==> src/rtl/pw_pattern_match.sv <==
// USB byte-stream pattern matcher: masked compare of the last L bytes, arm/fill/armed/done control.
// Optional build macro PW_MATCH_COUNT_EN adds a saturating O_match_count output.
module pw_pattern_match #(
    parameter int pPATTERN_BYTES = 64,
    parameter int pCOUNT_WIDTH   = 7
) (
    input  logic                        fe_clk,
    input  logic                        reset_i,
    input  logic [7:0]                  I_data,
    input  logic                        I_data_valid,
    input  logic                        I_arm,
    input  logic                        I_disarm,
    input  logic [8*pPATTERN_BYTES-1:0] I_pattern,
    input  logic [8*pPATTERN_BYTES-1:0] I_mask,
    input  logic [pCOUNT_WIDTH-1:0]     I_pattern_bytes,
    output logic                        O_match,
    output logic                        O_armed,
    output logic [1:0]                  O_state
`ifdef PW_MATCH_COUNT_EN
    ,
    output logic [15:0]                 O_match_count
`endif
);

    // state | meaning
    // IDLE  | not armed, window still shifting
    // FILL  | armed, waiting for L bytes to enter the window
    // ARMED | window holds L fresh bytes, comparing every valid byte
    // DONE  | match reported, waiting for re-arm
    typedef enum logic [1:0] {
        S_IDLE  = 2'd0,
        S_FILL  = 2'd1,
        S_ARMED = 2'd2,
        S_DONE  = 2'd3
    } state_t;

    state_t                  r_state;
    state_t                  w_state_nxt;
    logic [pCOUNT_WIDTH-1:0] r_cnt;
    logic [pCOUNT_WIDTH-1:0] w_cnt_nxt;
    logic [pCOUNT_WIDTH:0]   w_cnt_inc;
    logic [pCOUNT_WIDTH-1:0] w_len;
    logic                    r_match;
    logic                    w_match_nxt;
    logic                    w_hit;
    logic [7:0]              r_window     [pPATTERN_BYTES];
    logic [7:0]              w_window_nxt [pPATTERN_BYTES];

    always_comb begin
        if (I_pattern_bytes == '0) begin
            w_len = pCOUNT_WIDTH'(1);
        end else if (int'(I_pattern_bytes) > pPATTERN_BYTES) begin
            w_len = pCOUNT_WIDTH'(pPATTERN_BYTES);
        end else begin
            w_len = I_pattern_bytes;
        end
    end

    always_comb begin
        w_window_nxt[0] = I_data_valid ? I_data : r_window[0];
        for (int k = 1; k < pPATTERN_BYTES; k++) begin
            w_window_nxt[k] = I_data_valid ? r_window[k-1] : r_window[k];
        end
    end

    always_ff @(posedge fe_clk) begin
        if (reset_i) begin
            for (int k = 0; k < pPATTERN_BYTES; k++) begin
                r_window[k] <= '0;
            end
        end else begin
            for (int k = 0; k < pPATTERN_BYTES; k++) begin
                r_window[k] <= w_window_nxt[k];
            end
        end
    end

    // Compare against the post-shift window so the byte arriving now takes part.
    always_comb begin
        w_hit = 1'b1;
        for (int i = 0; i < pPATTERN_BYTES; i++) begin
            if ((i < int'(w_len)) &&
                (((w_window_nxt[i] ^ I_pattern[8*i +: 8]) & I_mask[8*i +: 8]) != 8'h00)) begin
                w_hit = 1'b0;
            end
        end
    end

    assign w_cnt_inc = {1'b0, r_cnt} + (pCOUNT_WIDTH+1)'(1);

    // Disarm beats arm, and arm beats any compare result.
    always_comb begin
        w_state_nxt = r_state;
        w_cnt_nxt   = r_cnt;
        w_match_nxt = 1'b0;
        if (I_disarm) begin
            w_state_nxt = S_IDLE;
            w_cnt_nxt   = '0;
        end else if (I_arm) begin
            w_state_nxt = S_FILL;
            w_cnt_nxt   = '0;
        end else begin
            case (r_state)
                S_FILL: begin
                    if (I_data_valid) begin
                        if (w_cnt_inc >= {1'b0, w_len}) begin
                            w_cnt_nxt = w_len;
                            if (w_hit) begin
                                w_match_nxt = 1'b1;
                                w_state_nxt = S_DONE;
                            end else begin
                                w_state_nxt = S_ARMED;
                            end
                        end else begin
                            w_cnt_nxt = w_cnt_inc[pCOUNT_WIDTH-1:0];
                        end
                    end else if (r_cnt >= w_len) begin
                        w_state_nxt = S_ARMED;
                    end
                end
                S_ARMED: begin
                    if (I_data_valid && w_hit) begin
                        w_match_nxt = 1'b1;
                        w_state_nxt = S_DONE;
                    end
                end
                default: begin
                end
            endcase
        end
    end

    always_ff @(posedge fe_clk) begin
        if (reset_i) begin
            r_state <= S_IDLE;
            r_cnt   <= '0;
            r_match <= 1'b0;
        end else begin
            r_state <= w_state_nxt;
            r_cnt   <= w_cnt_nxt;
            r_match <= w_match_nxt;
        end
    end

    assign O_match = r_match;
    assign O_state = r_state;
    assign O_armed = (r_state == S_FILL) || (r_state == S_ARMED);

`ifdef PW_MATCH_COUNT_EN
    logic [15:0] r_match_count;

    always_ff @(posedge fe_clk) begin
        if (reset_i || I_arm) begin
            r_match_count <= '0;
        end else if (w_match_nxt && (r_match_count != 16'hFFFF)) begin
            r_match_count <= r_match_count + 16'd1;
        end
    end

    assign O_match_count = r_match_count;
`endif

endmodule

==> config.mk <==
export PLATFORM = sky130hd
export DESIGN_NAME = pw_pattern_match
export DESIGN_NICKNAME = d
export VERILOG_FILES = /design/src/rtl/pw_pattern_match.sv
export SDC_FILE = /design/constraint.sdc
export NUM_CORES = 1
export LEC_CHECK = 0
export CORE_AREA = 4 4 400 402
export CTS_CLUSTER_SIZE = 16
export DETAILED_ROUTE_END_ITERATION = 10
export DIE_AREA = 0 0 404 406
export GPL_TIMING_DRIVEN = 0
export PLACE_DENSITY = 0.35
export SLEW_MARGIN = 20
export SYNTH_ARGS = -nofsm -noshare
export SYNTH_HDL_FRONTEND = slang
export SYNTH_SLANG_ARGS = --single-unit
==> constraint.sdc <==
create_clock -name fe_clk -period 5.1 [get_ports fe_clk]
set_clock_uncertainty 0.2 [all_clocks]
set_input_delay 1.02 -clock fe_clk [delete_from_list [all_inputs] [get_ports fe_clk]]
set_output_delay 1.02 -clock fe_clk [all_outputs]
set_load 0.005 [all_outputs]
==> flow_metrics.env, run 1 <==
export IMPL_synth_seq_cells=522
export IMPL_total_power_mw=11.4
export IMPL_die_w_um=404
export IMPL_setup_viol=2
export IMPL_place_inst=5976
export IMPL_cellLeakagePower_nw=17.0
export IMPL_start_util_pct=17.5
export IMPL_critPathRequiredTime_ns=5.45
export IMPL_dieArea_sq_um=164000
export IMPL_vias=26100
export IMPL_final_fill_count=16800
export IMPL_cts_tree="yes"
export IMPL_yosysWarningCount=0
export IMPL_dp_hpwl_um=166000
export IMPL_core_area_sq_um=156000
export IMPL_final_core_util_pct=27.6
export IMPL_routed_wl_um=198000
export IMPL_ant_nets=0
export IMPL_cts_htree_levels=3
export IMPL_path_clk_slew_ns=0.06
export IMPL_endpoint_kind="register"
export IMPL_grt_overflow=0
export IMPL_drv_cap=0
export IMPL_die_h_um=406
export IMPL_grt_pass1_vias=27300
export IMPL_grt_antenna_before_repair=65
export IMPL_reg2reg_slack_ns=0.93
export IMPL_grt_max_degree=20
export IMPL_multi_input_area_sq_um=16200
export IMPL_synthDistinctLibCells=52
export IMPL_grt_pass1_wl_um=249000
export IMPL_synthArstFlopShare_pct=0
export IMPL_cts_hold_fix_buffers=0
export IMPL_power_density_nw_per_um2=264
export IMPL_ys_flop_type="dfxtp_1"
export IMPL_hold_slack_ns=0.302
export IMPL_setup_ws_ns=-0.0858
export IMPL_place_ws_ns=-1.49
export IMPL_worstPathMaxFanout=10
export IMPL_crit_type="input port to register"
export IMPL_timing_final_crit_share_pct=102
export IMPL_synth_edf_count=0
export IMPL_yosysTopAreaCell="dfxtp_1"
export IMPL_clock_root_buffer="clkbuf_16"
export IMPL_dr_pass1_iters=5
export IMPL_numCtsBuffers=66
export IMPL_portBuffers=1045
export IMPL_wire_per_inst_um=32.3
export IMPL_nets=5047
export IMPL_numClockSinks=522
export IMPL_slew_headroom_pct=31.1
export IMPL_setup_worst_path_start_class="input port"
export IMPL_ir_drop_v=0.000194
export IMPL_area_delta_synth_final_pct=58.0
export IMPL_boundaryPins=1048
export IMPL_drive_gt1_share_pct=5.33
export IMPL_postSynthNetCount=3931
export IMPL_max_freq_ghz=0.193
export IMPL_slew_viol_final=0
export IMPL_rows=145
export IMPL_status="complete, but fails checks"
export IMPL_hold_path_class="register to register"
export IMPL_syn_area_sq_um=27200
export IMPL_yosysSeqAreaShare_pct=38.4
export IMPL_syn_area_per_cell_sq_um=9.49
export IMPL_grt_use_total_pct=23.0
export IMPL_final_cells=6119
export IMPL_gp_congestion=0.854
export IMPL_synth_area_leaders="dfxtp_1 (38%), mux2i_1 (21%), xnor2_1 (14%), nor2_1 (7.5%), a22oi_1 (6.1%)"
export IMPL_period_needed_ns=5.19
export IMPL_clock_path_buffers=3
export IMPL_critical_path_arrival_ns=5.54
export IMPL_synth_top_area_share_pct=38.4
export IMPL_final_hold_viol_count=0
export IMPL_drt_iter0_drc=1329
export IMPL_clkLatencyLatePin_ns=0.63
export IMPL_synth_cells=2870
export IMPL_avgViaCountPerCell=4.27
export IMPL_regArea_sq_um=10500
export IMPL_tightest_slew_ns=1.03
export IMPL_drc=0
export IMPL_violations="setup timing"
report_power, final:
group	switching, mW	total [mW]	internal, mW
combinational	0.913	2.00	1.09
clock	2.00	5.26	3.26
sequential	0.00592	4.09	4.09
path summary, 6_finish.rpt:
path / from / endpoint / cells past startpoint
max: I_data_valid / O_state[0] / 13
max reg2reg: r_window[0][200] / O_state[0] / 10
min reg2reg: r_window[0][6] / r_window[0][6] / 2
min: r_window[0][6] / r_window[0][6] / 2
state kept, by name, summed over array words and instances, names as in the netlist:
register and flops:
O_state 2, r_window 512, O_match 1, r_cnt 7
per-stage QoR:
step / cell area (sq um) / TNS, ns
6_report: 43100 / -0.0860
5_1_grt: 43000 / -0.00299
4_1_cts: 43000 / 0
3_5_place_dp: 40300 / -4.57
3_3_place_gp: 40300 / -4.85
2_1_floorplan: 27200 / 0
cells by family after synthesis:
group	synth area share (%)
buffers and inverters	2.88
adders and majority gates	0.781
and+or+nand+nor	12.6
AOI/OAI and AO/OA	9.45
xor gates and xnor gates	14.5
muxes	21.4
DFF	38.4
cells in the mapped netlist (2+ instances only):
master and number:
a2111oi_0 8, a2111oi_2 9, a211oi_1 4, a21o_1 6, a21oi_1 25, a221oi_1 2, a222oi_1 2, a22oi_1 223
a311oi_1 2, a31oi_1 10, a32oi_1 5, a41oi_1 5, and3_1 6, buf_1 4, buf_2 21, buf_4 11
buf_6 25, clkbuf_1 66, dfxtp_1 522, ha_1 17, inv_1 14, mux2i_1 576, mux2i_2 3, nand2_1 103
nand2b_1 67, nand3_1 13, nand4_1 50, nor2_1 541, nor2b_1 3, nor3_1 10, nor4_1 8, nor4_2 2
o2111ai_1 2, o21a_1 3, o21ai_0 30, o21bai_1 2, o41ai_1 2, or3_1 4, xnor2_1 448, xor2_1 4
layer usage:
layer	share of wire, %	GRT usage, %	up-vias	wire [um]
li1	-	-	12400	-
met1	40	27.0	12500	79500
met5	0.068	0	-	134
met2	51	41.6	943	100000
met4	3.0	7.12	22	5870
met3	6.0	5.07	239	11900
critical path, stage by stage:
cell and delay (ns):
buf_6 0.19, buf_6 0.35, buf_8 0.31, mux2i_1 0.49, xnor2_1 0.26, a22oi_1 0.19
nand4_1 0.62, nor2_2 0.41, nand4_1 0.20, a2111oi_2 0.57, nand4_1 0.32, a211oi_1 0.35
o21a_1 0.14
area by class of cell:
type	instances	share of cell area (%)
Buffer	125	1.93
Tap cell	2058	5.98
Clock buffer	95	4.49
Multi-Input combinational cell	2207	37.6
Sequential cell	522	24.3
Timing Repair Buffer	1050	24.4
Antenna cell	25	0.145
Clock inverter	23	1.10
Inverter	14	0.122
what timing repair did:
item | CTS | global route
buffers inserted | 2 | 0
gates resized for setup | 56 | 8
pin swaps | 9 | 6
endpoints found under the setup margin | 3 | 2
cell usage in the layout, fill, tap and decap left out, types with 13 or more instances in the layout:
cell type           n
clkbuf_8           15
o21ai_0            29
clkbuf_1           76
nand2b_1           67
buf_6              34
mux2i_1           555
clkbuf_16          67
dfxtp_1           522
a21oi_1            25
xnor2_1           448
ha_1               17
diode_2            25
buf_4              18
nand3_1            13
nand4_1            50
clkdlybuf4s50_1  1045
inv_1              14
a22oi_1           220
nor2_1            540
nand2_1           103
mux2i_2            24
Power figures use the tool's default switching activity.
==> inputs of run 2 (changes only) <==
--- a/config.mk
+++ b/config.mk
@@ -6,10 +6,10 @@
 export NUM_CORES = 1
 export LEC_CHECK = 0
-export CORE_AREA = 4 4 400 402
+export CORE_AREA = 4 4 403 405
 export CTS_CLUSTER_SIZE = 16
 export DETAILED_ROUTE_END_ITERATION = 10
-export DIE_AREA = 0 0 404 406
+export DIE_AREA = 0 0 407 409
 export GPL_TIMING_DRIVEN = 0
-export PLACE_DENSITY = 0.35
+export PLACE_DENSITY = 0.34
 export SLEW_MARGIN = 20
 export SYNTH_ARGS = -nofsm -noshare
==> constraint.sdc (replaced) <==
create_clock -name fe_clk -period 6.05 [get_ports fe_clk]
set_clock_uncertainty 0.2 [all_clocks]
set_input_delay 1.21 -clock fe_clk [delete_from_list [all_inputs] [get_ports fe_clk]]
set_output_delay 1.21 -clock fe_clk [all_outputs]
set_load 0.01 [all_outputs]
==> run 2 against run 1 <==
  * The flow now finishes without violations
  * Via count is 0.56% lower
  * Critical path depth stayed put
  * First-iteration DRC count is 11% higher
  * Sequential share of layout area is 0.25 points higher
  * Clock-buffer cell count is 2 higher
==> flow_metrics.env, run 2 (synthesized netlist as in run 1, its figures left out) <==
export IMPL_slew_headroom_pct=21.0
export IMPL_grt_antenna_before_repair=46
export IMPL_min_from="r_window[0][6]"
export IMPL_tns_ns=0
export IMPL_final_fill_count=17000
export IMPL_clock_path_buffers=3
export IMPL_tightest_slew_ns=1.19
export IMPL_nets=5047
export IMPL_swShare_pct=27.0
export IMPL_dr_pass1_iters=7
export IMPL_final_cells=6112
export IMPL_avgViaCountPerCell=4.25
export IMPL_cts_hold_fix_buffers=0
export IMPL_period_needed_ns=5.88
export IMPL_numClockSinks=522
export IMPL_timing_final_crit_share_pct=97.2
export IMPL_area_delta_synth_final_pct=56.4
export IMPL_dieArea_sq_um=166000
export IMPL_final_hold_viol_count=0
export IMPL_clkPwrFrac_pct=44.7
export IMPL_cts_tree="yes"
export IMPL_cts_htree_levels=3
export IMPL_die_w_um=407
export IMPL_rsz0062_at_grt="no"
export IMPL_r2r_start="r_window[0][208]"
export IMPL_seqPwrFrac_pct=37.1
export IMPL_multi_input_area_sq_um=16000
export IMPL_portBuffers=1045
export IMPL_numCtsBuffers=68
export IMPL_setup_viol=0
export IMPL_status="finished, final reports clean"
export IMPL_ant_nets=0
export IMPL_place_ws_ns=-0.946
export IMPL_drt_iter0_drc=1473
export IMPL_routed_wl_um=200000
export IMPL_hold_path_class="register to register"
export IMPL_drive_gt1_share_pct=4.56
export IMPL_crit_type="input port to register"
export IMPL_crit_start="I_data_valid"
export IMPL_layout_common_cells="clkdlybuf4s50_1 (1045), mux2i_1 (575), nor2_1 (541)"
export IMPL_clock_root_buffer="clkbuf_16"
export IMPL_drv_cap=0
export IMPL_endpoint_kind="register"
export IMPL_regMostFlops="r_window"
export IMPL_grt_overflow=0
export IMPL_max_freq_ghz=0.170
export IMPL_grt_use_total_pct=23.1
export IMPL_gp_congestion=0.876
export IMPL_final_core_util_pct=26.9
export IMPL_start_util_pct=17.2
export IMPL_grt_max_degree=20
export IMPL_regArea_sq_um=10500
export IMPL_critPathRequiredTime_ns=6.40
export IMPL_path_clk_slew_ns=0.06
export IMPL_die_h_um=409
export IMPL_setup_ws_ns=0.172
export IMPL_intPower_mw=6.78
export IMPL_grt_pass1_wl_um=255000
export IMPL_boundaryPins=1048
export IMPL_slew_viol_final=0
export IMPL_grt_pass1_vias=27300
export IMPL_drc=0
export IMPL_rows=146
export IMPL_core_area_sq_um=158000
export IMPL_vias=26000
export IMPL_dp_hpwl_um=168000
export IMPL_place_inst=5989
export IMPL_worstPathMaxFanout=10
export IMPL_setup_worst_path_start_class="input port"
export IMPL_pwr_share_comb_pct=18.2
export IMPL_p_switching_mw=2.51
export IMPL_cellLeakagePower_nw=16.9
export IMPL_wire_per_inst_um=32.8
export IMPL_power_density_nw_per_um2=218
export IMPL_clkLatencyLatePin_ns=0.64
export IMPL_critical_path_arrival_ns=6.23
export IMPL_layout_commonest_cell="clkdlybuf4s50_1"
export IMPL_largest_reg_flops=512
export IMPL_postCtsSetupBuffers=0
export IMPL_ir_drop_v=0.000182
==> run 2: worst paths after layout <==
kind	slack, ns	to	depth (start not counted)
min reg2reg	0.30	r_window[0][6]	2
max	0.17	O_state[0]	13
min	0.30	r_window[0][6]	2
max reg2reg	1.59	O_state[0]	10
==> run 2: layout make-up <==
| cell class | count | share of cell area [%] |
|---|---|---|
| Tap cell | 2072 | 6.08 |
| Antenna cell | 4 | 0.0235 |
| Clock inverter | 23 | 0.661 |
| Timing Repair Buffer | 1047 | 24.6 |
| Inverter | 14 | 0.123 |
| Clock buffer | 97 | 4.63 |
| Sequential cell | 522 | 24.5 |
| Buffer | 126 | 1.74 |
| Multi-Input combinational cell | 2207 | 37.6 |
==> run 2: power groups by stage <==
stage | Sequential (mW) | Combinational (mW) | Clock, mW
2_1_floorplan | 3.52 | 0.543 | 0
3_3_place_gp | 3.53 | 1.71 | 0
3_5_place_dp | 3.53 | 1.72 | 0
4_1_cts | 3.45 | 1.72 | 4.24
5_1_grt | 3.45 | 1.78 | 4.37
6_report | 3.45 | 1.69 | 4.15
==> run 2: worst max-delay path: stages <==
cell and delay [ns]:
buf_6 0.18, buf_4 0.47, buf_4 0.51, mux2i_1 0.68, xnor2_1 0.12, a22oi_1 0.31
nand4_1 0.53, nor2_1 0.47, nand4_1 0.25, a2111oi_2 0.57, nand4_1 0.30, a211oi_1 0.38
o21a_1 0.15
==> run 2: through the flow <==
step           hold WS, ns  power, mW  cell area (sq um)
4_1_cts              0.302       9.42              42600
3_5_place_dp         0.289       5.24              40300
6_report             0.302       9.29              42600
2_1_floorplan        0.260       4.07              27200
5_1_grt              0.323       9.59              42600
3_3_place_gp         0.284       5.24              40300
==> run 2: repair_timing <==
item | CTS | global route
resized for setup | 3 | 1
setup endpoints to repair | 3 | 1
pin swaps | 0 | 0
==> run 2: per-layer routing <==
| layer | track usage [%] | part of all wire, % | vias to the layer above |
|---|---|---|---|
| met5 | 0 | 0.061 | - |
| met4 | 3.82 | 1.5 | 18 |
| met3 | 3.61 | 4.8 | 163 |
| met2 | 43.0 | 52 | 893 |
| met1 | 28.2 | 42 | 12600 |
| li1 | - | - | 12300 |
